## src/rtl/sensor_tx_formatter.sv

```systemverilog
// rtl/sensor_tx_formatter.sv - formats a tagged 16-bit sensor value as a 9-byte ASCII line into a Tx FIFO
module sensor_tx_formatter #(
    parameter int SUPPRESS_ZEROS = 0
) (
    input  logic        iClk,
    input  logic        iRst,
    input  logic        iStart,
    input  logic [7:0]  iTag,
    input  logic [15:0] iValue,
    input  logic        iTx_Full,
    output logic        oTx_Push,
    output logic [7:0]  oTx_Data,
    output logic        oBusy,
    output logic        oDone
);

    localparam logic [1:0] IDLE = 2'd0;
    localparam logic [1:0] CONV = 2'd1;
    localparam logic [1:0] SEND = 2'd2;
    localparam logic [1:0] DONE = 2'd3;

    logic [1:0]  state;
    logic [7:0]  tagReg;
    logic [15:0] valueReg;
    logic [19:0] bcdReg;
    logic [3:0]  bitCnt;
    logic [3:0]  byteIdx;

    logic [15:0] bcdAdj;
    logic        nextBit;
    logic [3:0]  d4, d3, d2, d1, d0;
    logic        blank4, blank3, blank2, blank1;
    logic [7:0]  c4, c3, c2, c1, c0;
    logic [7:0]  msgByte;

    // Add-3 correction on the four low digits before each shift; the top digit
    // is never above 3 before the final shift of a 16-bit value, so it needs none.
    always_comb begin
        bcdAdj = bcdReg[15:0];
        for (int i = 0; i < 4; i++) begin
            if (bcdReg[4*i +: 4] >= 4'd5) begin
                bcdAdj[4*i +: 4] = bcdReg[4*i +: 4] + 4'd3;
            end
        end
    end

    // The captured value stays intact; the conversion walks it MSB first by index.
    assign nextBit = valueReg[4'd15 - bitCnt];

    assign d4 = bcdReg[19:16];
    assign d3 = bcdReg[15:12];
    assign d2 = bcdReg[11:8];
    assign d1 = bcdReg[7:4];
    assign d0 = bcdReg[3:0];

    // Leading-zero blanking chain; the units digit is always shown.
    always_comb begin
        blank4 = (SUPPRESS_ZEROS != 0) && (d4 == 4'd0);
        blank3 = blank4 && (d3 == 4'd0);
        blank2 = blank3 && (d2 == 4'd0);
        blank1 = blank2 && (d1 == 4'd0);
        c4 = blank4 ? 8'h20 : (8'h30 + {4'h0, d4});
        c3 = blank3 ? 8'h20 : (8'h30 + {4'h0, d3});
        c2 = blank2 ? 8'h20 : (8'h30 + {4'h0, d2});
        c1 = blank1 ? 8'h20 : (8'h30 + {4'h0, d1});
        c0 = 8'h30 + {4'h0, d0};
    end

    // Message byte selected by the current byte index.
    always_comb begin
        msgByte = 8'h00;
        case (byteIdx)
            4'd0:    msgByte = tagReg;
            4'd1:    msgByte = 8'h3A;
            4'd2:    msgByte = c4;
            4'd3:    msgByte = c3;
            4'd4:    msgByte = c2;
            4'd5:    msgByte = c1;
            4'd6:    msgByte = c0;
            4'd7:    msgByte = 8'h0D;
            4'd8:    msgByte = 8'h0A;
            default: msgByte = 8'h00;
        endcase
    end

    assign oTx_Push = (state == SEND) && !iTx_Full;
    assign oTx_Data = (state == SEND) ? msgByte : 8'h00;
    assign oBusy    = (state != IDLE);
    assign oDone    = (state == DONE);

    // Control FSM: capture, 16-step double dabble, flow-controlled send, done pulse.
    always_ff @(posedge iClk or negedge iRst) begin
        if (!iRst) begin
            state    <= IDLE;
            tagReg   <= 8'h00;
            valueReg <= 16'h0000;
            bcdReg   <= 20'h00000;
            bitCnt   <= 4'd0;
            byteIdx  <= 4'd0;
        end else begin
            case (state)
                IDLE: begin
                    if (iStart) begin
                        tagReg   <= iTag;
                        valueReg <= iValue;
                        bcdReg   <= 20'h00000;
                        bitCnt   <= 4'd0;
                        byteIdx  <= 4'd0;
                        state    <= CONV;
                    end
                end
                CONV: begin
                    bcdReg <= {bcdReg[18:16], bcdAdj, nextBit};
                    bitCnt <= bitCnt + 4'd1;
                    if (bitCnt == 4'd15) begin
                        byteIdx <= 4'd0;
                        state   <= SEND;
                    end
                end
                SEND: begin
                    if (oTx_Push) begin
                        if (byteIdx == 4'd8) begin
                            state <= DONE;
                        end else begin
                            byteIdx <= byteIdx + 4'd1;
                        end
                    end
                end
                DONE: begin
                    state <= IDLE;
                end
                default: begin
                    state <= IDLE;
                end
            endcase
        end
    end

endmodule

```

## config.mk

```make
export PLATFORM = sky130hd
export DESIGN_NAME = sensor_tx_formatter
export DESIGN_NICKNAME = d
export VERILOG_FILES = /design/src/rtl/sensor_tx_formatter.sv
export SDC_FILE = /design/constraint.sdc
export NUM_CORES = 1
export LEC_CHECK = 0
export CAP_MARGIN = 20
export CORE_MARGIN = 5
export CORE_UTILIZATION = 50
export DETAILED_ROUTE_END_ITERATION = 8
export PLACE_DENSITY = 0.76
export SLEW_MARGIN = 5
export SYNTH_ARGS = -nofsm -noshare
export SYNTH_HDL_FRONTEND = slang
export SYNTH_SLANG_ARGS = --single-unit
```

## constraint.sdc

```tcl
create_clock -name iClk -period 1.85 [get_ports iClk]
set_clock_uncertainty 0.05 [all_clocks]
set_input_delay 0.2775 -clock iClk [delete_from_list [all_inputs] [get_ports iClk]]
set_output_delay 0.2775 -clock iClk [all_outputs]
set_load 0.005 [all_outputs]
```

==> impl_metrics.yaml <==
setup_path:
  timing.critical_path.arrival_ns: 1.98
  worst-setup-path-type: "flop to output pin"
  path_max_fanout: 4
  r2r_start: "byteIdx[0]"
  critPathMaxStageDelay_ns: 0.45
  critical_path_capture_point_type: "output pin"
  crit_slowest_cell: "sky130_fd_sc_hd__dfrtp_2"
  critical_path.startpoint: "byteIdx[0]"
  timing.critical_path.cells: "inv_2 -> ha_4 -> nor2b_4 -> buf_6 -> o311ai_2 -> buf_4 -> a311oi_2 -> buf_2"
  crit_path_start_kind: "flop"
  required_time_of_the_worst_setup_path_ns: 1.52
sta:
  rsz0062_at_grt: "true"
  max-slew-margin-rel: 0.763
  finalWorstSetupSlack_ns: -0.456
  post-route-min-period_ns: 2.31
  share_of_the_cycle_needed_by_the_critical_path_after_routing: 1.25
  setup_viol: 10
  fmaxAchievable_mhz: 434
  timing.hold.ws_ns: 0.431
  slew_viol_final: 0
  finalHoldViolations: 0
  tightestPinTransition_ns: 0.355
synthesis:
  asyncSetResetFlopFracSynth: 1.00
  synth_edf_count: 0
  mapped_area_sq_um: 2990
  syn_area_per_cell_sq_um: 11.0
  syn-num-nets: 316
  postSynthCellCount: 271
  synth_sequential_area_ratio: 0.451
  synth.ff_latch_count: 54
  ys_types: 42
  synth-main-ff-cell: "sky130_fd_sc_hd__dfrtp_1"
  ys.warnings.count: 0
routing:
  antenna_left: 0
  drtIter0Drc: 148
  routed-via-count: 2503
  drt-vias-per-instance: 5.73
  wl_per_cell_um: 17.1
  detail_route.wirelength_um: 7470
  drc: 0
  drt_pass1_iterations: 4
floorplanning:
  chipWidth_um: 87.4
  initial_core_utilization: 0.509
  placement_rows: 28
  design.portCount: 39
  die_height_um: 87.4
  core_region_sq_um: 5890
  floorplan.die_area_sq_um: 7640
place:
  placed_cells: 413
  port-buffer-count: 38
  place_congestion: 0.827
  dp_hpwl_um: 5150
clocking:
  ctsLongestPathBuffers: 2
  cts.clk_slew.worst_paths_ns: 0.11
  cts_num_sinks: 54
  cts.root.buffer_cell: "sky130_fd_sc_hd__clkbuf_8"
  cts_inserted_buffers: 5
  insertion_delay_ns: 0.31
  cts_htree_levels: 2
  tritoncts: "built"
power:
  design_power_total_w: 0.00585
  power-per-cell-area_nw_per_um2: 1400
  maximum_ir_drop_on_the_vdd_rail_mv: 0.806
  static-leakage-power_nw: 1.82
global_routing:
  total_congestion_overflow: 0
  globalRouteTotalUtil: 0.207
  first_global_vias: 2595
  global_route_wire_length_before_repair_um: 12400
  grt_max_degree: 55
  grt_antenna_before_repair: 0
finish:
  synth_to_final_area_change_pct: 39.9
  fillerInstances: 408
  drive_above_1_share: 0.409
  mostFrequentLayoutCell: "sky130_fd_sc_hd__dfrtp_1"
  final_nets: 406
  multi_input_logic_area_sq_um: 1730
  most-common-layout-cells: "sky130_fd_sc_hd__dfrtp_1, sky130_fd_sc_hd__buf_4, sky130_fd_sc_hd__mux2_2, sky130_fd_sc_hd__clkdlybuf4s50_1"
  area.sequential_sq_um: 1350
  stdcell_count: 437
  num_antenna_cells: 0
status:
  failed_checks: "negative setup slack"
  status: "complete, but fails checks"
worst_hold_path:
  hp-class: "input pin to async pin"
run:
  drv_cap: 0
## layout make-up
cell class	instances	area share
multi-input combinational	185	0.414
sequential	54	0.323
timing repair buffer	98	0.204
tap	75	0.0224
clock buffer	5	0.0164
inverter	17	0.0152
clock inverter	3	0.00508
## cells in the mapped netlist, types with 4 or more instances
cell type	count	area (sq um)
sky130_fd_sc_hd__a21oi_1	16	80.1
sky130_fd_sc_hd__a22o_1	9	78.8
sky130_fd_sc_hd__a22oi_1	5	37.5
sky130_fd_sc_hd__a32o_1	4	40.0
sky130_fd_sc_hd__buf_2	7	35.0
sky130_fd_sc_hd__clkbuf_1	7	26.3
sky130_fd_sc_hd__dfrtp_1	54	1350
sky130_fd_sc_hd__ha_1	17	213
sky130_fd_sc_hd__inv_1	17	63.8
sky130_fd_sc_hd__mux2_2	29	327
sky130_fd_sc_hd__mux2i_1	4	40.0
sky130_fd_sc_hd__nand2_1	13	48.8
sky130_fd_sc_hd__nand2b_1	7	43.8
sky130_fd_sc_hd__nor2_1	6	22.5
sky130_fd_sc_hd__nor2b_1	5	31.3
sky130_fd_sc_hd__o21ai_0	15	75.1
sky130_fd_sc_hd__o22ai_1	5	31.3
sky130_fd_sc_hd__o31ai_1	6	45.0
sky130_fd_sc_hd__xnor2_1	4	35.0
sky130_fd_sc_hd__xor2_1	4	35.0
## per-layer routing
layer / routed length [um] / vias to the layer above / track usage / part of all wire
li1: - / 1181 / - / -
met1: 3200 / 1230 / 0.266 / 0.43
met2: 3680 / 77 / 0.346 / 0.49
met3: 382 / 15 / 0.0445 / 0.051
met4: 210 / 0 / 0.0725 / 0.028
met5: 0 / - / 0 / 0
## critical path, delay by kind of cell, from the launching register on
kind,cells,cell delay [ns]
AND/OR/NAND/NOR,1,0.20
AO/OA/AOI/OAI,2,0.32
flip-flops,1,0.45
buffers and inverters,4,0.53
adder cells (fa/ha/maj),1,0.18
## cell families (layout without fill, tap and decap cells)
| family | count (synthesis) | after routing | share of synthesized area |
|---|---|---|---|
| compound gates | 82 | 82 | 0.192 |
| flops | 54 | 54 | 0.451 |
| simple gates | 42 | 42 | 0.0715 |
| mux | 36 | 36 | 0.145 |
| buf+inv | 32 | 123 | 0.0455 |
| fa+ha+maj | 17 | 17 | 0.0710 |
| xor+xnor | 8 | 8 | 0.0234 |
## registers in the layout (all words and copies together) (netlist names)
name,count
tagReg,8
bcdReg,20
byteIdx,4
state,2
valueReg,16
bitCnt,4
## path summary, 6_finish.rpt
| check | slack [ns] | end | depth (start not counted) |
|---|---|---|---|
| setup reg to reg | -0.17 | state[1] | 8 |
| setup / recovery | -0.46 | oTx_Data[0] | 8 |
| min in group iClk | 0.46 | valueReg[7] | 1 |
| max in group asynchronous | 1.05 | bitCnt[0] | 3 |
| hold reg to reg | 0.46 | valueReg[7] | 1 |
| hold / removal | 0.43 | byteIdx[2] | 3 |
## power by group
group / internal (W) / leakage, nW / switching (W)
clock network: 0.000267 / 0.0441 / 0.000408
logic: 0.00185 / 1.08 / 0.00148
registers: 0.00156 / 0.690 / 0.000279
## per-stage QoR
stage	utilization	setup WS, ns	instance area [sq um]	setup TNS [ns]
floorplan	-	0.00715	3000	0
detailed placement	0.638	-0.449	3750	-3.00
CTS	0.698	-0.444	4110	-2.97
global route	0.712	-0.545	4190	-3.89
global placement	0.638	-0.388	3750	-2.50
finish	0.712	-0.456	4190	-3.03
## timing repair
item / CTS / global route
endpoints found under the hold margin: 54 / 0
pin swaps: 19 / 10
resized for setup: 73 / 28
hold buffers: 1 / 0
setup buffers: 15 / 2
setup endpoints to repair: 13 / 25
Note: power is estimated with default switching activity, not from simulation.
